<file path="config.mk">
export PLATFORM = sky130hd
export DESIGN_NAME = ascon_ctrl_fsm_flat
export DESIGN_NICKNAME = d
export VERILOG_FILES = /design/src/rtl/ascon_ctrl_fsm_if.sv /design/src/rtl/ascon_ctrl_fsm.sv /design/src/flat_wrapper.sv
export SDC_FILE = /design/constraint.sdc
export NUM_CORES = 1
export LEC_CHECK = 0
export ABC_AREA = 1
export BUFFER_PORTS_ARGS = -buffer_cell sky130_fd_sc_hd__buf_4
export CAP_MARGIN = 10
export CELL_PAD_IN_SITES_DETAIL_PLACEMENT = 1
export CELL_PAD_IN_SITES_GLOBAL_PLACEMENT = 2
export CORE_ASPECT_RATIO = 1.4
export CORE_MARGIN = 2
export CORE_UTILIZATION = 29
export DETAILED_ROUTE_END_ITERATION = 10
export PLACE_DENSITY = 0.8
export REMOVE_ABC_BUFFERS = 1
export SLEW_MARGIN = 40
export SYNTH_ARGS = -nofsm -noshare
export SYNTH_HDL_FRONTEND = slang
export SYNTH_SLANG_ARGS = --single-unit
export TNS_END_PERCENT = 30
</file>
<file path="constraint.sdc">
create_clock -name clock_i -period 1.69 [get_ports clock_i]
set_input_delay 0.338 -clock clock_i [delete_from_list [all_inputs] [get_ports clock_i]]
set_output_delay 0.338 -clock clock_i [all_outputs]
set_load 0.03 [all_outputs]
</file>
<file path="src/rtl/ascon_ctrl_fsm_if.sv">
// Handshake and datapath-control bundle between ascon_ctrl_fsm and its neighbours.
// abort_i is present only when ASCON_CTRL_ABORT_EN is defined.
interface ascon_ctrl_fsm_if;
    logic       start_i;
    logic       data_valid_i;
`ifdef ASCON_CTRL_ABORT_EN
    logic       abort_i;
`endif
    logic [3:0] round_o;
    logic       input_select_o;
    logic       ena_xor_up_o;
    logic       xor_up_key_o;
    logic       ena_xor_down_o;
    logic [1:0] xor_down_sel_o;
    logic       ena_reg_state_o;
    logic       ena_cipher_o;
    logic       ena_tag_o;
    logic       data_ack_o;
    logic [3:0] block_idx_o;
    logic       busy_o;
    logic       done_o;

    modport master (
`ifdef ASCON_CTRL_ABORT_EN
        input  abort_i,
`endif
        input  start_i,
        input  data_valid_i,
        output round_o,
        output input_select_o,
        output ena_xor_up_o,
        output xor_up_key_o,
        output ena_xor_down_o,
        output xor_down_sel_o,
        output ena_reg_state_o,
        output ena_cipher_o,
        output ena_tag_o,
        output data_ack_o,
        output block_idx_o,
        output busy_o,
        output done_o
    );

    modport slave (
`ifdef ASCON_CTRL_ABORT_EN
        output abort_i,
`endif
        output start_i,
        output data_valid_i,
        input  round_o,
        input  input_select_o,
        input  ena_xor_up_o,
        input  xor_up_key_o,
        input  ena_xor_down_o,
        input  xor_down_sel_o,
        input  ena_reg_state_o,
        input  ena_cipher_o,
        input  ena_tag_o,
        input  data_ack_o,
        input  block_idx_o,
        input  busy_o,
        input  done_o
    );
endinterface

</file>
<file path="src/rtl/ascon_ctrl_fsm.sv">
// ASCON-128 encryption sequencer: INIT (p^a), one AD block, PT_BLOCKS plaintext blocks, FINAL (p^a), TAG.
// Optional ASCON_CTRL_ABORT_EN adds abort_i, which returns the controller to IDLE from any busy state.
module ascon_ctrl_fsm #(
    parameter int unsigned PT_BLOCKS = 4
) (
    input  logic              clock_i,
    input  logic              resetb_i,
    ascon_ctrl_fsm_if.master  bus
);

    typedef enum logic [2:0] {
        S_IDLE    = 3'd0,
        S_INIT    = 3'd1,
        S_WAIT_AD = 3'd2,
        S_AD      = 3'd3,
        S_WAIT_PT = 3'd4,
        S_PT      = 3'd5,
        S_FINAL   = 3'd6,
        S_TAG     = 3'd7
    } state_t;

    typedef struct packed {
        logic [3:0] round;
        logic       input_select;
        logic       ena_xor_up;
        logic       xor_up_key;
        logic       ena_xor_down;
        logic [1:0] xor_down_sel;
        logic       ena_reg_state;
        logic       ena_cipher;
        logic       ena_tag;
        logic       data_ack;
        logic [3:0] block_idx;
        logic       busy;
        logic       done;
    } ctrl_t;

    localparam ctrl_t      CTRL_ZERO = ctrl_t'(20'h0_0000);
    localparam logic [3:0] RND_LAST  = 4'hB;
    localparam logic [3:0] RND_PB    = 4'd6;
    localparam logic [3:0] LAST_BLK  = 4'(PT_BLOCKS - 1);

    state_t     state_r;
    state_t     state_nx_s;
    logic [3:0] rnd_r;
    logic [3:0] rnd_nx_s;
    logic [3:0] blk_r;
    logic [3:0] blk_nx_s;
    ctrl_t      out_r;
    ctrl_t      out_nx_s;
    logic       last_rnd_s;
    logic       abort_s;

    assign last_rnd_s = (rnd_r == RND_LAST);

`ifdef ASCON_CTRL_ABORT_EN
    assign abort_s = bus.abort_i;
`else
    assign abort_s = 1'b0;
`endif

    // State, counters and the output register; outputs are decoded one cycle ahead so they stay Moore-aligned.
    always_ff @(posedge clock_i or negedge resetb_i) begin
        if (!resetb_i) begin
            state_r <= S_IDLE;
            rnd_r   <= 4'd0;
            blk_r   <= 4'd0;
            out_r   <= CTRL_ZERO;
        end else begin
            state_r <= state_nx_s;
            rnd_r   <= rnd_nx_s;
            blk_r   <= blk_nx_s;
            out_r   <= out_nx_s;
        end
    end

    // Next-state, round-counter and block-counter logic.
    always_comb begin
        state_nx_s = state_r;
        rnd_nx_s   = rnd_r;
        blk_nx_s   = blk_r;
        if (abort_s && (state_r != S_IDLE)) begin
            state_nx_s = S_IDLE;
            rnd_nx_s   = 4'd0;
            blk_nx_s   = 4'd0;
        end else begin
            case (state_r)
                S_IDLE: begin
                    if (bus.start_i) begin
                        state_nx_s = S_INIT;
                        rnd_nx_s   = 4'd0;
                        blk_nx_s   = 4'd0;
                    end else begin
                        state_nx_s = S_IDLE;
                    end
                end
                S_INIT: begin
                    if (last_rnd_s) begin
                        state_nx_s = S_WAIT_AD;
                        rnd_nx_s   = 4'd0;
                    end else begin
                        rnd_nx_s   = rnd_r + 4'd1;
                    end
                end
                S_WAIT_AD: begin
                    if (bus.data_valid_i) begin
                        state_nx_s = S_AD;
                        rnd_nx_s   = RND_PB;
                    end else begin
                        state_nx_s = S_WAIT_AD;
                    end
                end
                S_AD: begin
                    if (last_rnd_s) begin
                        state_nx_s = S_WAIT_PT;
                        rnd_nx_s   = 4'd0;
                    end else begin
                        rnd_nx_s   = rnd_r + 4'd1;
                    end
                end
                S_WAIT_PT: begin
                    // The last plaintext block is absorbed by FINAL together with the key XOR.
                    if (bus.data_valid_i) begin
                        if (blk_r == LAST_BLK) begin
                            state_nx_s = S_FINAL;
                            rnd_nx_s   = 4'd0;
                        end else begin
                            state_nx_s = S_PT;
                            rnd_nx_s   = RND_PB;
                        end
                    end else begin
                        state_nx_s = S_WAIT_PT;
                    end
                end
                S_PT: begin
                    if (last_rnd_s) begin
                        state_nx_s = S_WAIT_PT;
                        rnd_nx_s   = 4'd0;
                        blk_nx_s   = blk_r + 4'd1;
                    end else begin
                        rnd_nx_s   = rnd_r + 4'd1;
                    end
                end
                S_FINAL: begin
                    if (last_rnd_s) begin
                        state_nx_s = S_TAG;
                        rnd_nx_s   = 4'd0;
                    end else begin
                        rnd_nx_s   = rnd_r + 4'd1;
                    end
                end
                S_TAG: begin
                    state_nx_s = S_IDLE;
                    rnd_nx_s   = 4'd0;
                    blk_nx_s   = 4'd0;
                end
                default: begin
                    state_nx_s = S_IDLE;
                    rnd_nx_s   = 4'd0;
                    blk_nx_s   = 4'd0;
                end
            endcase
        end
    end

    // Output decode of the upcoming state/round/block values.
    always_comb begin
        out_nx_s = CTRL_ZERO;
        case (state_nx_s)
            S_IDLE: begin
                out_nx_s = CTRL_ZERO;
            end
            S_INIT: begin
                out_nx_s.round         = rnd_nx_s;
                out_nx_s.ena_reg_state = 1'b1;
                out_nx_s.input_select  = (rnd_nx_s == 4'd0);
                out_nx_s.ena_xor_down  = (rnd_nx_s == RND_LAST);
                out_nx_s.xor_down_sel  = 2'b00;
            end
            S_WAIT_AD, S_WAIT_PT: begin
                out_nx_s.ena_reg_state = 1'b0;
            end
            S_AD: begin
                out_nx_s.round         = rnd_nx_s;
                out_nx_s.ena_reg_state = 1'b1;
                out_nx_s.ena_xor_up    = (rnd_nx_s == RND_PB);
                out_nx_s.data_ack      = (rnd_nx_s == RND_PB);
                out_nx_s.ena_xor_down  = (rnd_nx_s == RND_LAST);
                out_nx_s.xor_down_sel  = {1'b0, (rnd_nx_s == RND_LAST)};
            end
            S_PT: begin
                out_nx_s.round         = rnd_nx_s;
                out_nx_s.ena_reg_state = 1'b1;
                out_nx_s.ena_xor_up    = (rnd_nx_s == RND_PB);
                out_nx_s.ena_cipher    = (rnd_nx_s == RND_PB);
                out_nx_s.data_ack      = (rnd_nx_s == RND_PB);
            end
            S_FINAL: begin
                out_nx_s.round         = rnd_nx_s;
                out_nx_s.ena_reg_state = 1'b1;
                out_nx_s.ena_xor_up    = (rnd_nx_s == 4'd0);
                out_nx_s.xor_up_key    = (rnd_nx_s == 4'd0);
                out_nx_s.ena_cipher    = (rnd_nx_s == 4'd0);
                out_nx_s.data_ack      = (rnd_nx_s == 4'd0);
                out_nx_s.ena_xor_down  = (rnd_nx_s == RND_LAST);
                out_nx_s.xor_down_sel  = {(rnd_nx_s == RND_LAST), 1'b0};
            end
            S_TAG: begin
                out_nx_s.ena_tag       = 1'b1;
                out_nx_s.done          = 1'b1;
            end
            default: begin
                out_nx_s = CTRL_ZERO;
            end
        endcase
        out_nx_s.busy      = (state_nx_s != S_IDLE);
        out_nx_s.block_idx = (state_nx_s != S_IDLE) ? blk_nx_s : 4'd0;
    end

    assign bus.round_o         = out_r.round;
    assign bus.input_select_o  = out_r.input_select;
    assign bus.ena_xor_up_o    = out_r.ena_xor_up;
    assign bus.xor_up_key_o    = out_r.xor_up_key;
    assign bus.ena_xor_down_o  = out_r.ena_xor_down;
    assign bus.xor_down_sel_o  = out_r.xor_down_sel;
    assign bus.ena_reg_state_o = out_r.ena_reg_state;
    assign bus.ena_cipher_o    = out_r.ena_cipher;
    assign bus.ena_tag_o       = out_r.ena_tag;
    assign bus.data_ack_o      = out_r.data_ack;
    assign bus.block_idx_o     = out_r.block_idx;
    assign bus.busy_o          = out_r.busy;
    assign bus.done_o          = out_r.done;

endmodule

</file>
<file path="src/flat_wrapper.sv">
// flat-port wrapper written by rule: the top's interface ports become plain ports
module ascon_ctrl_fsm_flat 
#(
    parameter int unsigned PT_BLOCKS = 4
)
  (clock_i, resetb_i, bus_start_i, bus_data_valid_i, bus_round_o, bus_input_select_o, bus_ena_xor_up_o, bus_xor_up_key_o, bus_ena_xor_down_o, bus_xor_down_sel_o, bus_ena_reg_state_o, bus_ena_cipher_o, bus_ena_tag_o, bus_data_ack_o, bus_block_idx_o, bus_busy_o, bus_done_o);
  ascon_ctrl_fsm_if bus_i ();
  input  logic clock_i;
  input  logic resetb_i;
  input wire logic [$bits(bus_i.start_i)-1:0] bus_start_i;
  input wire logic [$bits(bus_i.data_valid_i)-1:0] bus_data_valid_i;
  output wire logic [$bits(bus_i.round_o)-1:0] bus_round_o;
  output wire logic [$bits(bus_i.input_select_o)-1:0] bus_input_select_o;
  output wire logic [$bits(bus_i.ena_xor_up_o)-1:0] bus_ena_xor_up_o;
  output wire logic [$bits(bus_i.xor_up_key_o)-1:0] bus_xor_up_key_o;
  output wire logic [$bits(bus_i.ena_xor_down_o)-1:0] bus_ena_xor_down_o;
  output wire logic [$bits(bus_i.xor_down_sel_o)-1:0] bus_xor_down_sel_o;
  output wire logic [$bits(bus_i.ena_reg_state_o)-1:0] bus_ena_reg_state_o;
  output wire logic [$bits(bus_i.ena_cipher_o)-1:0] bus_ena_cipher_o;
  output wire logic [$bits(bus_i.ena_tag_o)-1:0] bus_ena_tag_o;
  output wire logic [$bits(bus_i.data_ack_o)-1:0] bus_data_ack_o;
  output wire logic [$bits(bus_i.block_idx_o)-1:0] bus_block_idx_o;
  output wire logic [$bits(bus_i.busy_o)-1:0] bus_busy_o;
  output wire logic [$bits(bus_i.done_o)-1:0] bus_done_o;
  assign bus_i.start_i = bus_start_i;
  assign bus_i.data_valid_i = bus_data_valid_i;
  assign bus_round_o = bus_i.round_o;
  assign bus_input_select_o = bus_i.input_select_o;
  assign bus_ena_xor_up_o = bus_i.ena_xor_up_o;
  assign bus_xor_up_key_o = bus_i.xor_up_key_o;
  assign bus_ena_xor_down_o = bus_i.ena_xor_down_o;
  assign bus_xor_down_sel_o = bus_i.xor_down_sel_o;
  assign bus_ena_reg_state_o = bus_i.ena_reg_state_o;
  assign bus_ena_cipher_o = bus_i.ena_cipher_o;
  assign bus_ena_tag_o = bus_i.ena_tag_o;
  assign bus_data_ack_o = bus_i.data_ack_o;
  assign bus_block_idx_o = bus_i.block_idx_o;
  assign bus_busy_o = bus_i.busy_o;
  assign bus_done_o = bus_i.done_o;
  ascon_ctrl_fsm #(.PT_BLOCKS(PT_BLOCKS)) u_core (.clock_i(clock_i), .resetb_i(resetb_i), .bus(bus_i));
endmodule
</file>
Word-level counts from Yosys, hierarchy flattened
Index checks and enable logic that the tools add are counted.
Storage, ports and cells
  flip-flop bits (word level): 29
  bits in latches: 0
  RAM bits: 0
  bits in read-only memories: 0
  input port bits: 4
  output and inout port bits: 20
  logic and storage cells: 65
  memories: 0
Operators by class
  add/sub/neg operators: 2
  multipliers: 0
  div/mod/pow operators: 0
  order comparisons: 0
  equal/unequal tests: 16
  shift operators: 0
  mux-type cells: 26
  bitwise operators: 0
  reduce and logical (&&, ||, !) cells: 7
Operator list (count)
  $mux W4: 8
  $eq A3 B3 Y1 const B: 7
  $pmux W3 S7: 1
  $pmux W4 S5: 1
  $mux W3: 4
  $pmux W4 S3: 1
  $eq A3 B2 Y1 const B: 3
  $pmux W3 S3: 1
  $add A4 B1 Y4 const B: 2
  $eq A4 B4 Y1 const B: 2
  $reduce_or A4 Y1: 2
  $eq A3 B1 Y1 const B: 2
  $mux W1: 6
  $eq A4 B2 Y1 const B: 1
  $eq A4 B3 Y1 const B: 1
  $logic_not A4 Y1: 1
  $mux W2: 2
  $pmux W1 S2: 2
  $reduce_or A2 Y1: 2
  $logic_not A3 Y1: 1
  $reduce_bool A3 Y1: 1

Logic depth before layout (Yosys ltp)
  depth after elaboration: 7
  depth in mapped cells: 12
  gate-level depth less buffers: 11

Least setup slack after synthesis
Ideal clock, no wire load.
  kind: register to register
  from: reg u_core.rnd_r[0]
  to: reg u_core.out_r, in the netlist u_core.bus.round_o[1]
  library setup time: 0.117 ns
  data arrival time: 1.469 ns
  required time: 1.573 ns
  path slack: 0.104 ns
  stages on the path, launching flop included: 11
  buffers on the path: 0
  clock period less this slack: 1.586 ns
  cell sequence: dfrtp_1 > ha_1 > nand2_1 > nor2_4 > nor2_2 > nor2_4 > nand3_4 > nand3_1 > nand2_2 > nor2_4 > nor2_2
RTL lines
  from (decl): line ascon_ctrl_fsm.sv:45  | logic [3:0] rnd_r;
  from (signal assigned): line ascon_ctrl_fsm.sv:71  | rnd_r <= rnd_nx_s;
  to (signal assigned): line ascon_ctrl_fsm.sv:73  | out_r <= out_nx_s;
  to (decl): line ascon_ctrl_fsm.sv:49  | ctrl_t out_r;

==> results.cfg <==
[cells_and_area]
fin_util = 0.416
antenna_cells = 0
final_nets = 244
final_cells = 305
fillers = 637
syn_to_final_growth_pct = 38.0
layout-drive-gt1-share = 0.456
design_area_um2 = 2150

[clock_network]
clk_pin_slew_ns = 0.07
ctsLongestPathBuffers = 2
cts-root-buf = clkbuf_8
h-tree-depth = 2
cts_tree = done
clock-sinks = 29
clock_latency_ns = 0.28
cts_buffers = 5

[sta]
clock-skew-final_ns = 0.00645
slew-limit-headroom = 0.743
fin_ws_ns = 0.0328
timing.final.crit_share = 0.981
rsz0062_at_grt = yes
hold_viol = 0
finalMaxSlewViolations = 0
setup_viol = 0
fin_crit_ns = 1.66
fmax_mhz = 603
worstMarginPinSlew_ns = 0.385

[die]
fp.coreArea_um2 = 5160
die_area_um2 = 5970
die_h_um = 90.7
die_w_um = 65.9
start_util = 0.301
ios = 24
fp-row-count = 31

[placed_design]
placed_area_um2 = 1910
gp_congestion = 0.755
place_inst = 293
dp_hpwl_um = 3320
post-place-ws_ns = -0.157
port_buffers = 23

[hold_path]
hold_path.class = primary input to flop

[synthesis]
synth_top_area_share = 0.467
synth_area_leaders = dfrtp_1 (47%), nand2_1 (9.4%), nor2_1 (6.0%)
synth_ff_type = dfrtp_1
yosysSeqAreaShare = 0.467
yosysTopAreaCell = dfrtp_1
synth_seq_cells = 29
synth_warnings = 0
synthCells = 191
syn_area_per_cell_um2 = 8.14
synth_edf_count = 0
netlist_area_um2 = 1560
synth_most_common_cell = nand2_1
ys_types = 26
async_reset_ff_frac = 1.00
ys_top_cells_by_count = nand2_1 (39), dfrtp_1 (29), nor2_1 (25)

[detailed_routing]
via_per_inst = 4.60
wl_per_cell_um = 14.5
dr.pass1.iters = 4
drt_iter0_drc = 60
ant_nets = 0
routed_wl_um = 4420
via_count = 1403
drc = 0

[power_and_ir_drop]
p_total_mw = 3.63
power_density_nw_per_um2 = 1690
switching_share = 0.462
clock_power_share = 0.160
p_seq_frac = 0.278
internal_power_mw = 1.95
p_sw_mw = 1.68
p_leak_nw = 1.08
max-vdd-ir-drop_mv = 0.881
p_comb_frac = 0.562

[global_route]
grt_max_degree = 30
grt_pass1_vias = 1480
gr-total-overflow = 0
track_usage = 0.162
grt_pass1_wl_um = 7320
antenna_found_initial = 0

[setup_path]
cp.arrival_ns = 1.83
crit_required_ns = 1.86
crit_fanout = 7
startpoint_type = flop
path_class = flop to flop
end_kind = flop

[outcome]
status = finished, final reports clean

[flow_run]
drv_cap = 0
==> worst max-delay path, stage by stage, from the launching register on <==
cell and delay [ns]:
dfrtp_1 0.39, ha_4 0.20, nand2_2 0.08, nor2_4 0.12
nor2_2 0.06, nor2_4 0.12, nand3_4 0.14, nand3_2 0.14
nand2_2 0.10, nor2_4 0.16, nor2_2 0.04
==> final timing paths <==
kind / cells past startpoint / from / to / slack, ns
worst max-delay path: 10 / u_core.rnd_r[1] / u_core.bus.round_o[1] / 0.03
worst min-delay path: 3 / bus_start_i / u_core.state_r[0] / 0.45
worst max register to register: 10 / u_core.rnd_r[1] / u_core.bus.round_o[1] / 0.03
worst min register to register: 2 / u_core.blk_r[1] / u_core.blk_r[1] / 0.66
max in group asynchronous: 2 / resetb_i / u_core.state_r[0] / 0.87
min in group asynchronous: 2 / resetb_i / u_core.blk_r[3] / 0.52
==> logic make-up (layout without fill, tap and decap cells) <==
group | Yosys count | after routing | synth area share
and+or+nand+nor | 109 | 109 | 0.352
buffers and inverters | 37 | 85 | 0.103
DFF | 29 | 29 | 0.467
AOI/OAI and AO/OA | 11 | 11 | 0.0458
xor gates and xnor gates | 3 | 3 | 0.0169
adders and majority gates | 2 | 2 | 0.0161
==> final cells by class <==
type	instances	area [um^2]	area share
timing repair buffer	45	344	0.160
sequential	29	729	0.340
inverter	32	123	0.0571
tap	66	82.6	0.0385
clock inverter	3	17.5	0.00816
clock buffer	5	68.8	0.0321
multi-input combinational	125	781	0.364
==> placed cells by master, fill, tap and decap left out, types with 2 or more instances in the layout <==
master and n:
buf_4 43, dfrtp_1 26, nand3_4 3, clkinv_2 2, inv_2 7, nand2_1 33, nor2_2 13, xor2_1 2
o211ai_1 2, dfrtp_2 3, inv_1 24, nand4_1 5, nand3_2 3, nor2_4 8, o21ai_1 4, clkbuf_8 5
nor2_1 15, nand2_2 12, nand3_1 14
==> flip-flops by register name (all words and copies together), names as in the netlist <==
register	flops
u_core.bus.busy_o	1
u_core.blk_r	4
u_core.bus.ena_xor_down_o	1
u_core.bus.block_idx_o	4
u_core.bus.xor_down_sel_o	2
u_core.bus.input_select_o	1
u_core.bus.ena_reg_state_o	1
u_core.bus.ena_cipher_o	1
u_core.state_r	3
u_core.bus.ena_xor_up_o	1
u_core.bus.round_o	4
u_core.bus.ena_tag_o	1
u_core.bus.xor_up_key_o	1
u_core.rnd_r	4
==> stage by stage <==
step / TNS (ns) / hold WS [ns]
floorplan: 0 / 0.0424
global placement: -0.579 / 0.291
detailed placement: -0.763 / 0.295
CTS: -0.00117 / 0.440
global route: -0.452 / 0.475
finish: 0 / 0.446
==> what timing repair did <==
item                                   4_1_cts  5_1_grt
cloned                                       0        0
hold buffers                                 1        0
buffers inserted                             0        3
setup endpoints to repair                    8       14
pin swaps                                    2        8
endpoints found under the hold margin       25        0
resized for setup                           12       25
==> power by group through the flow <==
stage | Sequential (mW) | Combinational (mW) | Clock, mW
6_report | 1.01 | 2.04 | 0.580
5_1_grt | 1.03 | 2.23 | 0.621
4_1_cts | 1.01 | 1.84 | 0.600
3_5_place_dp | 1.00 | 1.78 | 0
3_3_place_gp | 0.999 | 1.75 | 0
2_1_floorplan | 1.16 | 0.931 | 0
==> routing by layer <==
metal  GRT usage  wire length [um]
met4      0.0417                46
met5           0                 0
met2       0.326              2790
met1       0.162              1500
met3      0.0262                79
No activity file was read; power rests on OpenSTA's default activity.
